==> src/rtl/fft_in_loader.sv <==
// +---------------------------------------------------------------------------+
// | fft_in_loader: collects an N-sample real frame and replays it into the    |
// | FFT controller load port, then pulses start and waits for the output      |
// | side to capture the result. Option macro: FFT_IN_PINGPONG_EN (two banks).  |
// | Rev 1.0                                                                   |
// +---------------------------------------------------------------------------+
`default_nettype none

module fft_in_loader #(
  parameter int N        = 64,
  parameter int ADDR_W   = 6,
  parameter int SAMPLE_W = 16
) (
  input  logic                  slow_clk,
  input  logic                  reset,
  input  logic                  sample_valid,
  input  logic [SAMPLE_W-1:0]   sample,
  output logic                  sample_ready,
  input  logic                  out_buf_ready,
  output logic                  fft_load,
  output logic                  fft_start,
  output logic [ADDR_W-1:0]     fft_rd_adr,
  output logic [2*SAMPLE_W-1:0] fft_rd,
  output logic                  busy,
  output logic [7:0]            overrun_cnt
);

`ifdef FFT_IN_PINGPONG_EN
  localparam int IDX_W = ADDR_W + 1;
`else
  localparam int IDX_W = ADDR_W;
`endif
  localparam int DEPTH = 1 << IDX_W;

  typedef enum logic [1:0] {
    ST_FILL  = 2'd0,
    ST_LOAD  = 2'd1,
    ST_START = 2'd2,
    ST_WAIT  = 2'd3
  } state_t;

  state_t              state, state_n;
  logic [SAMPLE_W-1:0] sample_buf [DEPTH];
  logic [ADDR_W-1:0]   fill_cnt, load_cnt, next_k;
  logic [IDX_W-1:0]    wr_idx, first_idx, next_idx;
  logic                obr_q, rise, transfer, last, handoff;

`ifdef FFT_IN_PINGPONG_EN
  logic fill_bank, load_bank, pending, pending_n;

  assign wr_idx    = {fill_bank, fill_cnt};
  assign first_idx = {fill_bank, {ADDR_W{1'b0}}};
  assign next_idx  = {load_bank, next_k};
`else
  assign wr_idx    = fill_cnt;
  assign first_idx = '0;
  assign next_idx  = next_k;
`endif

  assign transfer = sample_valid && sample_ready;
  assign last     = transfer && (fill_cnt == ADDR_W'(N - 1));
  assign rise     = out_buf_ready && !obr_q;
  assign next_k   = load_cnt + ADDR_W'(1);

  // handoff marks the edge where a completed bank is given to the replay side
  always_comb begin
    state_n = state;
    handoff = 1'b0;
    case (state)
      ST_FILL: begin
        if (last) begin
          state_n = ST_LOAD;
          handoff = 1'b1;
        end
      end
      ST_LOAD: begin
        if (load_cnt == ADDR_W'(N - 1)) state_n = ST_START;
      end
      ST_START: state_n = ST_WAIT;
      ST_WAIT: begin
        if (rise) begin
`ifdef FFT_IN_PINGPONG_EN
          if (pending || last) begin
            state_n = ST_LOAD;
            handoff = 1'b1;
          end else begin
            state_n = ST_FILL;
          end
`else
          state_n = ST_FILL;
`endif
        end
      end
      default: state_n = ST_FILL;
    endcase
  end

`ifdef FFT_IN_PINGPONG_EN
  always_comb begin
    pending_n = pending;
    if (handoff)   pending_n = 1'b0;
    else if (last) pending_n = 1'b1;
  end
`endif

  always_ff @(posedge slow_clk) begin
    if (reset && transfer) sample_buf[wr_idx] <= sample;
  end

  always_ff @(posedge slow_clk) begin
    obr_q <= out_buf_ready;
    if (!reset) begin
      state        <= ST_FILL;
      fill_cnt     <= '0;
      load_cnt     <= '0;
      sample_ready <= 1'b1;
      fft_load     <= 1'b0;
      fft_start    <= 1'b0;
      fft_rd_adr   <= '0;
      fft_rd       <= '0;
      busy         <= 1'b0;
      overrun_cnt  <= '0;
`ifdef FFT_IN_PINGPONG_EN
      fill_bank    <= 1'b0;
      load_bank    <= 1'b0;
      pending      <= 1'b0;
`endif
    end else begin
      state <= state_n;
      if (transfer) fill_cnt <= fill_cnt + ADDR_W'(1);
      if (sample_valid && !sample_ready && overrun_cnt != 8'hFF)
        overrun_cnt <= overrun_cnt + 8'd1;
      fft_load  <= (state_n == ST_LOAD);
      fft_start <= (state_n == ST_START);
      busy      <= (state_n != ST_FILL);
      if (handoff) begin
        load_cnt   <= '0;
        fft_rd_adr <= '0;
        fft_rd     <= {sample_buf[first_idx], {SAMPLE_W{1'b0}}};
      end else if (state_n == ST_LOAD) begin
        load_cnt   <= next_k;
        fft_rd_adr <= next_k;
        fft_rd     <= {sample_buf[next_idx], {SAMPLE_W{1'b0}}};
      end else begin
        fft_rd_adr <= '0;
        fft_rd     <= '0;
      end
`ifdef FFT_IN_PINGPONG_EN
      pending      <= pending_n;
      sample_ready <= !pending_n;
      if (handoff) begin
        load_bank <= fill_bank;
        fill_bank <= ~fill_bank;
      end
`else
      sample_ready <= (state_n == ST_FILL);
`endif
    end
  end

endmodule

`default_nettype wire
==> config.mk <==
export PLATFORM = sky130hd
export DESIGN_NAME = fft_in_loader
export DESIGN_NICKNAME = d
export VERILOG_FILES = /design/src/rtl/fft_in_loader.sv
export SDC_FILE = /design/constraint.sdc
export NUM_CORES = 1
export LEC_CHECK = 0
export ABC_AREA = 1
export BUFFER_PORTS_ARGS = -buffer_cell sky130_fd_sc_hd__buf_2
export CAP_MARGIN = 0
export CORE_UTILIZATION = 50
export CTS_CLUSTER_DIAMETER = 150
export DETAILED_ROUTE_END_ITERATION = 12
export MAX_ROUTING_LAYER = met4
export PLACE_DENSITY = 0.69
export SLEW_MARGIN = 20
export SYNTH_ARGS = -nofsm -noshare
export SYNTH_HDL_FRONTEND = slang
export SYNTH_SLANG_ARGS = --single-unit
==> constraint.sdc <==
create_clock -name slow_clk -period 2.8 [get_ports slow_clk]
set_input_delay 0.14 -clock slow_clk [delete_from_list [all_inputs] [get_ports slow_clk]]
set_output_delay 0.14 -clock slow_clk [all_outputs]
set_load 0.05 [all_outputs]
==> results.md <==
- Synth cell types: 34
- Post-Syn Area: 43100 um^2
- RR Endpoint: fft_rd[27]
- IO Pins: 70
- Prevailing post-synth register cell: edfxtp_1
- Combinational share of power: 8.1%
- Synth top area cells: edfxtp_1 (71%), nand3_1 (11%), nand2_1 (9.0%)
- Via count: 29100
- Hold EP: sample_buf[30][6]
- Sw frac: 23.4%
- Vias in the first global route: 27100
- Worst Clk Skew: roughly 0.036 ns
- Final setup fails: 0
- WP data required: 3.42 ns
- Final Max Tran Viols: 0
- Layout area overhead: 13.8%
- Die height: roughly 300 um
- Total grt overflow: 0
- Routed Antenna Nets: 0
- Clock sinks: 1073
- GP Congestion: 0.925
- CP max FO: 36
- Slew margin rel.: around 30%
- Cell Chain, Critical Path: ha_4, nand2_1, inv_1, nor2_4, buf_12, nand3_1, nand3_1, nand3_1, nand3_1, nand3_1, nand2_1
- R2R Setup Slk: 0.18 ns
- Port bufs: 53
- Number of enable flip-flop cells after synthesis: 1024
- WP buf/inv: 2
- Critical Path End Type: flip-flop
- Die ar.: 87500 um^2
- Total CTS buffers: 108
- Seq pwr share: 50.9%
- Fill cells: 6743
- Pint: 26.6 mW
- Max incr delay on CP: just under 0.4 ns
- Synth warn: 0
- Crit path time final: 2.62 ns
- Drt total wl: 118000 um
- Sequential area share after synthesis: 73.5%
- Simple-Gate Fraction of Synth Area: between 20% and 30%
- WP data arrival: 3.24 ns
- HPWL Detailed: 68900 um
- Mean Syn Cell Area: 12.0 um^2
- Hold_ws: 0.0495 ns
- Peak VDD IR: 0.524 mV
- Sw Pwr: roughly 8.1 mW
- Reg-to-Reg Start: load_cnt[0]
- Hold_sp: sample[6]
- Xor/xnor share of the synthesized area: 0.104%
- Post-Synthesis Cells: roughly 3600
- WHS Path Cells: 1
- DRC violations left: 0
- Cell family with most CP delay: simple AND/OR/NAND/NOR gates
- Max cap viols: 0
- Commonest non-fill, non-tap cell in the layout: nand2_1
- Die width: 296 um
- Worst-Skew Late Latency: 0.69 ns
- Outcome: finished, final reports clean
- Leakage Power: between 15 and 20 nW
- Largest net degree at the start of global routing: about 180
- Worst slew pin tran: around 1.0 ns
- Core ar.: 85300 um^2
- Critical Path Stages: 11
- First-pass GRT wire length: between 150000 and 200000 um
- Compound-gate portion of the synthesized area: less than 1%
- Clk slew on worst S/H paths: 0.07 ns
- Tot Pwr: 34.7 mW
- Kind of critical path: reg2reg
- Mux cell area share after synthesis: 0%
- CP startpoint: load_cnt[0]
- Root Buffer Master: clkbuf_16
- Final Cycle Share: 93.6%
- Share of layout cells above drive strength 1: 10.7%
- Total GRT Usage: 27.9%
- Main combinational cell family by area after synthesis: simple AND/OR/NAND/NOR gates
- Leading area contributor after synthesis: edfxtp_1
- Fmax: 382 MHz
- Iteration-0 DRC Markers: 3886
- Ys async rst share: 0%
- Most frequent cells in the layout: nand2_1 (1030), edfxtp_1 (1024), nand3_1 (978)
- RSZ-0062 raised after global routing: false
- First-pass iteration count of the detailed router: 5
- Vias per Instance: about 5.9
- Yosys top cell area share: slightly above 70%
- Post-synthesis adder-cell area fraction: less than 1%
- Setup crit start kind: flip-flop
- Slowest CP cell: dfxtp_4
- Initial antenna violation count: 3
- Initial core utilization: around 51%
- Clock network fraction of design power: 41.0%
- Pwr dens: slightly above 700 nW/um^2
- Most Frequent Cell on Critical Path: nand3_1
- Flops & latches, synth: approximately 1100
- Row cnt: 107
- FF-to-FF path depth: 11
- Final #Nets: 3759
- H-tree levels: 3
- Final hold violations: 0
- Maximum clock insertion buffer count: 3
- WL per Instance: 23.6 um
- Worst min path class: in2reg
- TritonCTS clock tree: yes
-- through the flow --
step           util, %  setup TNS (ns)  std cells  setup WS (ns)  cell area, um^2
2_1_floorplan        -           -1.01       3625        -0.0317            43200
6_report          57.6               0       4970          0.179            49100
3_3_place_gp      53.4               0       4761          0.300            45500
3_5_place_dp      53.4               0       4761          0.296            45500
5_1_grt           57.6               0       4970          0.168            49100
4_1_cts           57.6               0       4969          0.255            49100
-- sequential cells by signal, summed over array words and instances (netlist names) --
register,flops
sample_ready,1
load_cnt,6
fft_rd,16
fft_rd_adr,6
overrun_cnt,8
obr_q,1
busy,1
state,2
sample_buf,1024
fft_start,1
fft_load,1
fill_cnt,6
-- Yosys cell counts, types with 10 or more instances --
| library cell | count |
|---|---|
| o21ai_0 | 38 |
| nand2_1 | 1032 |
| nor3_1 | 10 |
| buf_2 | 136 |
| nor2_1 | 127 |
| o211ai_1 | 13 |
| clkbuf_1 | 36 |
| inv_1 | 47 |
| nand3_1 | 978 |
| buf_1 | 10 |
| buf_4 | 56 |
| edfxtp_1 | 1024 |
| dfxtp_1 | 49 |
| a21oi_1 | 16 |
-- how the worst max path moves through the flow --
stage,end,slack (ns)
after floorplan,sample_buf[11][0],-0.03
after global placement,fft_rd[27],0.30
after detailed placement,fft_rd[27],0.30
after CTS,fft_rd[27],0.26
after global routing,fft_rd[27],0.17
final,fft_rd[27],0.18
-- per-layer routing --
metal  vias to the layer above  share of wire (%)  GRT usage, %
li1                      13100                  -             -
met1                     14200                 40          38.9
met2                      1642                 46          41.2
met3                       229                9.4          3.92
met4                         0                4.0          11.4
met5                         -                  0             -
-- worst register-to-register path, delay by kind of cell, from the launching register on --
kind                     cells  cell delay [ns]
adder cells (fa/ha/maj)      1             0.18
buffers and inverters        2             0.38
flip-flops                   1             0.39
AND/OR/NAND/NOR              8             1.61
-- logic make-up after synthesis --
kind of cell	after synthesis
AOI/OAI and AO/OA	76
xor gates and xnor gates	3
adders and majority gates	3
buffers and inverters	293
DFF	1073
other	1
and+or+nand+nor	2161
-- timing repair --
item | in CTS | in global routing
endpoints found under the hold margin | 81 | 0
endpoints found under the setup margin | 0 | 0
hold buffers | 9 | 0
gates resized for setup | 0 | 0
buffers inserted | 0 | 0
-- power by group through the flow --
stage	sequential [mW]	combinational (mW)	clock (mW)
finish	17.7	2.81	14.2
global route	17.7	3.02	14.9
CTS	17.7	2.78	14.3
detailed placement	18.0	2.76	0
global placement	18.0	2.73	0
floorplan	18.1	1.58	0
-- final cells by class --
cell class | count | area, um^2 | share of cell area [%]
Timing Repair Buffer | 241 | 2240 | 4.56
Tap cell | 1144 | 1430 | 2.91
Clock buffer | 149 | 2970 | 6.04
Antenna cell | 1 | 2.50 | 0.00509
Multi-Input combinational cell | 2259 | 10000 | 20.4
Inverter | 53 | 214 | 0.436
Sequential cell | 1073 | 31700 | 64.6
Clock inverter | 50 | 510 | 1.04
Power figures use the tool's default switching activity.
